[src/rtl/pq_req_arb.sv]
// Round-robin arbiter sharing one priority queue among N_REQ requesters.
// One PQ operation at a time, with a forced idle gap and routed dequeue responses.
package pq_pkg;
    parameter int KEY_WIDTH = 8;
    parameter int VAL_WIDTH = 8;
endpackage

module pq_req_arb #(
    parameter int N_REQ     = 4,
    parameter int KEY_WIDTH = pq_pkg::KEY_WIDTH,
    parameter int VAL_WIDTH = pq_pkg::VAL_WIDTH,
    parameter int ISSUE_GAP = 1
) (
    input  logic                                  clk,
    input  logic                                  rst,
    input  logic [N_REQ-1:0]                      req_enq,
    input  logic [N_REQ-1:0]                      req_deq,
    input  logic [N_REQ*(KEY_WIDTH+VAL_WIDTH)-1:0] req_kv,
    output logic [N_REQ-1:0]                      req_ack,
    output logic [N_REQ-1:0]                      rsp_valid,
    output logic [KEY_WIDTH+VAL_WIDTH-1:0]        rsp_kv,
    output logic                                  rsp_err,
    output logic                                  pq_enq,
    output logic                                  pq_deq,
    output logic [KEY_WIDTH+VAL_WIDTH-1:0]        pq_kvi,
    input  logic [KEY_WIDTH+VAL_WIDTH-1:0]        pq_kvo,
    input  logic                                  pq_full,
    input  logic                                  pq_empty
);

    localparam int KV_W = KEY_WIDTH + VAL_WIDTH;
    localparam int IW   = (N_REQ > 1) ? $clog2(N_REQ) : 1;

    typedef enum logic [1:0] {
        S_IDLE,
        S_ISSUE,
        S_GAP
    } state_t;

    state_t            state_q, state_d;
    logic [IW-1:0]     rr_q, rr_d;
    logic [IW-1:0]     gnt_q, gnt_d;
    logic              enq_q, enq_d;
    logic              deq_q, deq_d;
    logic [KV_W-1:0]   kv_q, kv_d;
    logic [3:0]        gap_q, gap_d;
    logic [N_REQ-1:0]  rsp_valid_q, rsp_valid_d;
    logic [KV_W-1:0]   rsp_kv_q, rsp_kv_d;
    logic              rsp_err_q, rsp_err_d;

    logic [N_REQ-1:0]  elig;
    logic              found;
    logic [IW-1:0]     pick;
    logic [IW-1:0]     rr_nxt;
    int                idx;

    // Enq-only requests wait while the PQ is full; anything with a deq may go.
    always_comb begin
        elig = '0;
        for (int i = 0; i < N_REQ; i++) begin
            elig[i] = (req_enq[i] | req_deq[i])
                    & ~(req_enq[i] & ~req_deq[i] & pq_full);
        end
    end

    // First eligible requester at or after the round-robin pointer.
    always_comb begin
        found = 1'b0;
        pick  = '0;
        idx   = 0;
        for (int i = 0; i < N_REQ; i++) begin
            idx = int'(rr_q) + i;
            if (idx >= N_REQ) begin
                idx = idx - N_REQ;
            end
            if (!found && elig[idx]) begin
                found = 1'b1;
                pick  = IW'(idx);
            end
        end
    end

    assign rr_nxt = (gnt_q == IW'(N_REQ - 1)) ? '0 : gnt_q + 1'b1;

    // Next-state, PQ strobes, acks and response capture.
    always_comb begin
        state_d     = state_q;
        rr_d        = rr_q;
        gnt_d       = gnt_q;
        enq_d       = enq_q;
        deq_d       = deq_q;
        kv_d        = kv_q;
        gap_d       = gap_q;
        rsp_valid_d = '0;
        rsp_kv_d    = rsp_kv_q;
        rsp_err_d   = rsp_err_q;
        req_ack     = '0;
        pq_enq      = 1'b0;
        pq_deq      = 1'b0;
        pq_kvi      = '0;
        unique case (state_q)
            S_IDLE: begin
                if (found) begin
                    gnt_d   = pick;
                    enq_d   = req_enq[pick];
                    deq_d   = req_deq[pick];
                    kv_d    = req_kv[int'(pick)*KV_W +: KV_W];
                    state_d = S_ISSUE;
                end
            end
            S_ISSUE: begin
                pq_kvi         = kv_q;
                req_ack[gnt_q] = 1'b1;
                if (deq_q) begin
                    pq_enq             = enq_q;
                    pq_deq             = ~pq_empty;
                    rsp_valid_d[gnt_q] = 1'b1;
                    rsp_kv_d           = pq_empty ? '0 : pq_kvo;
                    rsp_err_d          = pq_empty;
                end else begin
                    pq_enq = 1'b1;
                end
                rr_d = rr_nxt;
                if (ISSUE_GAP > 0) begin
                    gap_d   = 4'(ISSUE_GAP - 1);
                    state_d = S_GAP;
                end else begin
                    state_d = S_IDLE;
                end
            end
            S_GAP: begin
                if (gap_q == 4'd0) begin
                    state_d = S_IDLE;
                end else begin
                    gap_d = gap_q - 4'd1;
                end
            end
            default: state_d = S_IDLE;
        endcase
    end

    // State and response registers; reset aborts any operation in flight.
    always_ff @(posedge clk or posedge rst) begin
        if (rst) begin
            state_q     <= S_IDLE;
            rr_q        <= '0;
            gnt_q       <= '0;
            enq_q       <= 1'b0;
            deq_q       <= 1'b0;
            kv_q        <= '0;
            gap_q       <= '0;
            rsp_valid_q <= '0;
            rsp_kv_q    <= '0;
            rsp_err_q   <= 1'b0;
        end else begin
            state_q     <= state_d;
            rr_q        <= rr_d;
            gnt_q       <= gnt_d;
            enq_q       <= enq_d;
            deq_q       <= deq_d;
            kv_q        <= kv_d;
            gap_q       <= gap_d;
            rsp_valid_q <= rsp_valid_d;
            rsp_kv_q    <= rsp_kv_d;
            rsp_err_q   <= rsp_err_d;
        end
    end

    assign rsp_valid = rsp_valid_q;
    assign rsp_kv    = rsp_kv_q;
    assign rsp_err   = rsp_err_q;

endmodule

[config.mk]
export PLATFORM = sky130hd
export DESIGN_NAME = pq_req_arb
export DESIGN_NICKNAME = d
export VERILOG_FILES = /design/src/rtl/pq_req_arb.sv
export SDC_FILE = /design/constraint.sdc
export NUM_CORES = 1
export LEC_CHECK = 0
export BUFFER_PORTS_ARGS = -buffer_cell sky130_fd_sc_hd__buf_2
export CAP_MARGIN = 25
export CORE_UTILIZATION = 46
export DETAILED_ROUTE_END_ITERATION = 8
export PLACE_DENSITY = 0.87
export SETUP_SLACK_MARGIN = 0.02
export SLEW_MARGIN = 20
export SYNTH_ARGS = -nofsm -noshare
export SYNTH_HDL_FRONTEND = slang
export SYNTH_SLANG_ARGS = --single-unit
[constraint.sdc]
create_clock -name clk -period 2.4 [get_ports clk]
set_input_delay 0.12 -clock clk [delete_from_list [all_inputs] [get_ports clk]]
set_output_delay 0.12 -clock clk [all_outputs]
set_load 0.005 [all_outputs]
==> results.yml <==
detailed_routing:
  postRouteAntennaNets: 0
  drc_errors: 0
  routed_wl_um: 6842
  avgViaCountPerCell: 5.150
  drt-initial-drc-count: 136
  firstDrtPassIters: 4
  vias: 2503
  post_drt_wl_per_cell_um: 14.08
synthesis:
  synth_edf_count: 0
  synth.top_cells.by_area: "dfrtp_1 45%, mux2i_1 13%, nand2_1 6.2%, o221ai_1 5.5%, and2_1 4.6%"
  yosysUniqueCellTypes: 39
  synth_common_cells: "49 x dfrtp_1, 45 x nand2_1, 35 x mux2i_1"
  synth-seq-cells: 49
  synth.yosys.seq_area_share_pct: 44.89
  yosys.area.top_type: "dfrtp_1"
  yosysMostFrequentCell: "dfrtp_1"
  avgSynthCellArea_um2: 9.720
  synth_top_area_share_pct: 44.89
  synthCells: 281
  syn-cell-area_mm2: 0.002731
  synthArstFlopShare_pct: 100.0
  synth_nets: 378
  yosys_warnings: 0
  ys.flop_type: "dfrtp_1"
timing:
  period_needed_ns: 1.966
  finalWorstSetupSlack_ns: 0.4344
  slew_viol_final: 0
  fin_skew_ns: 0.009364
  rsz0062_at_grt: "false"
  fin_tns_setup_ns: 0
  hold_viol_final: 0
  worst_hold_slack_ns: 0.06698
  max_freq_mhz: 508.7
  fin_crit_sh_pct: 81.90
  max_slew_margin_pct: 55.26
  setup_viol: 0
  worst_slew_pin_slew_ns: 0.6711
clocking:
  clock_latency_ns: 0.30
  post-cts-setup-buffer-count: 0
  cts_root_buffer: "clkbuf_8"
  cts.clk_slew.worst_paths_ns: 0.09
  cts_resized: 0
  cts_max_level: 2
  cts_tree: "built"
  clock_sinks: 49
  numCtsBuffers: 5
  cts_buffer_depth: 2
place:
  placed_cells: 477
  pre_cts_slack_ns: 0.4665
  placed_area_mm2: 0.003466
  gp_congestion: 0.9312
  io_buffer_count: 134
  hpwl_um: 5227
floorplan:
  rows: 27
  start_util_pct: 48.71
  die_y_um: 79.06
  io_pins: 135
  die-width_um: 79.06
  core_area_mm2: 0.005608
  dieArea_mm2: 0.006250
worst_setup_path:
  crit_end: "kv_q[8]"
  start_kind: "register"
  crit_arrival_ns: 2.10
  r2r_start: "rr_q[1]"
  r2r-end: "kv_q[8]"
  required_ns: 2.53
  crit_type: "reg2reg"
  crit_fanout: 18
  crit_start: "rr_q[1]"
  r2r_slack_ns: 0.43
  crit_path_end_kind: "register"
  r2r_cells: 5
finish:
  finish.utilization_pct: 64.12
  design_area_mm2: 0.003596
  drive_gt1_share_pct: 37.68
  diodes: 0
  nFillCells: 501
  syn2layout_area_growth_pct: 31.65
  finalNonFillerCells: 486
  final_nets: 510
grt:
  overflow: 0
  grt_max_degree: 37
  antenna_found_initial: 0
  grt_pass1_vias: 2389
  grt_pass1_wl_um: 10930
  grt_use_total_pct: 22.36
worst_hold_path:
  hold_path_depth: 3
  hp-class: "in2reg"
power:
  finalPower_mw: 3.730
  p_per_area_mw_per_mm2: 1037
  ir_drop_v: 0.0005426
  leakagePower_nw: 1.925
status:
  status: "complete, no violations"
job:
  cap_violations: 0
cell families (layout without fill, tap and decap cells):
| family | Yosys count | after routing | synth area share [%] |
|---|---|---|---|
| adders and majority gates | 5 | 5 | 2.290 |
| DFF | 49 | 49 | 44.89 |
| AOI/OAI and AO/OA | 57 | 57 | 15.16 |
| and+or+nand+nor | 109 | 109 | 20.25 |
| buffers and inverters | 25 | 158 | 4.168 |
| muxes | 36 | 36 | 13.24 |
worst max-delay path: stages (launching register included):
cell,delay (ns)
dfrtp_1,0.47
nor3_1,0.09
a211oi_1,0.31
a211o_1,0.17
or2_1,0.54
o221ai_1,0.22
power by group:
part / total [mW] / internal [mW] / switching (mW)
clock: 0.604 / 0.339 / 0.265
combinational: 1.78 / 0.810 / 0.974
sequential: 1.34 / 1.15 / 0.194
worst min-delay path by stage:
stage	startpoint	end	slack, ns
floorplan	pq_kvo[10]	rsp_kv[10]	0.27
global placement	rst	rsp_kv[14]	0.11
detailed placement	rst	rsp_kv[14]	0.12
CTS	pq_kvo[5]	rsp_kv[5]	0.06
global route	pq_kvo[10]	rsp_kv[10]	0.07
finish	pq_kvo[8]	rsp_kv[8]	0.07
registers in the layout (all words and copies together) (netlist names):
signal,count
deq_q,1
enq_q,1
gap_q,4
gnt_q,2
kv_q,16
rr_q,2
rsp_err,1
rsp_kv,16
rsp_valid,4
state_q,2
layout make-up:
class	instances	area [µm²]	area share [%]
multi-input combinational	207	1391	38.69
sequential	49	1226	34.10
timing repair buffer	140	730.7	20.32
tap	72	90.09	2.505
clock buffer	6	82.58	2.296
clock inverter	2	37.54	1.044
inverter	10	37.54	1.044
placed cells by master (no fill, tap or decap), types with 6 or more instances in the layout:
cell type,synthesis,routed
and2_1,20,20
buf_2,4,134
clkbuf_8,0,6
dfrtp_1,49,49
inv_1,9,8
mux2i_1,35,35
nand2_1,45,45
nand2b_1,18,18
nor2_1,8,8
o21ai_0,23,23
o221ai_1,17,17
layer usage:
layer,wire [µm],track usage [%],share of wire [%]
met1,2814,27.28,41
met2,3569,39.05,52
met5,0,0,0
met3,289,4.483,4.2
met4,168,7.818,2.5
what timing repair did:
action | CTS | global route
hold buffers | 1 | 0
hold endpoints to repair | 17 | 0
setup endpoints to repair | 0 | 0
Note: power is estimated with default switching activity, not from simulation.
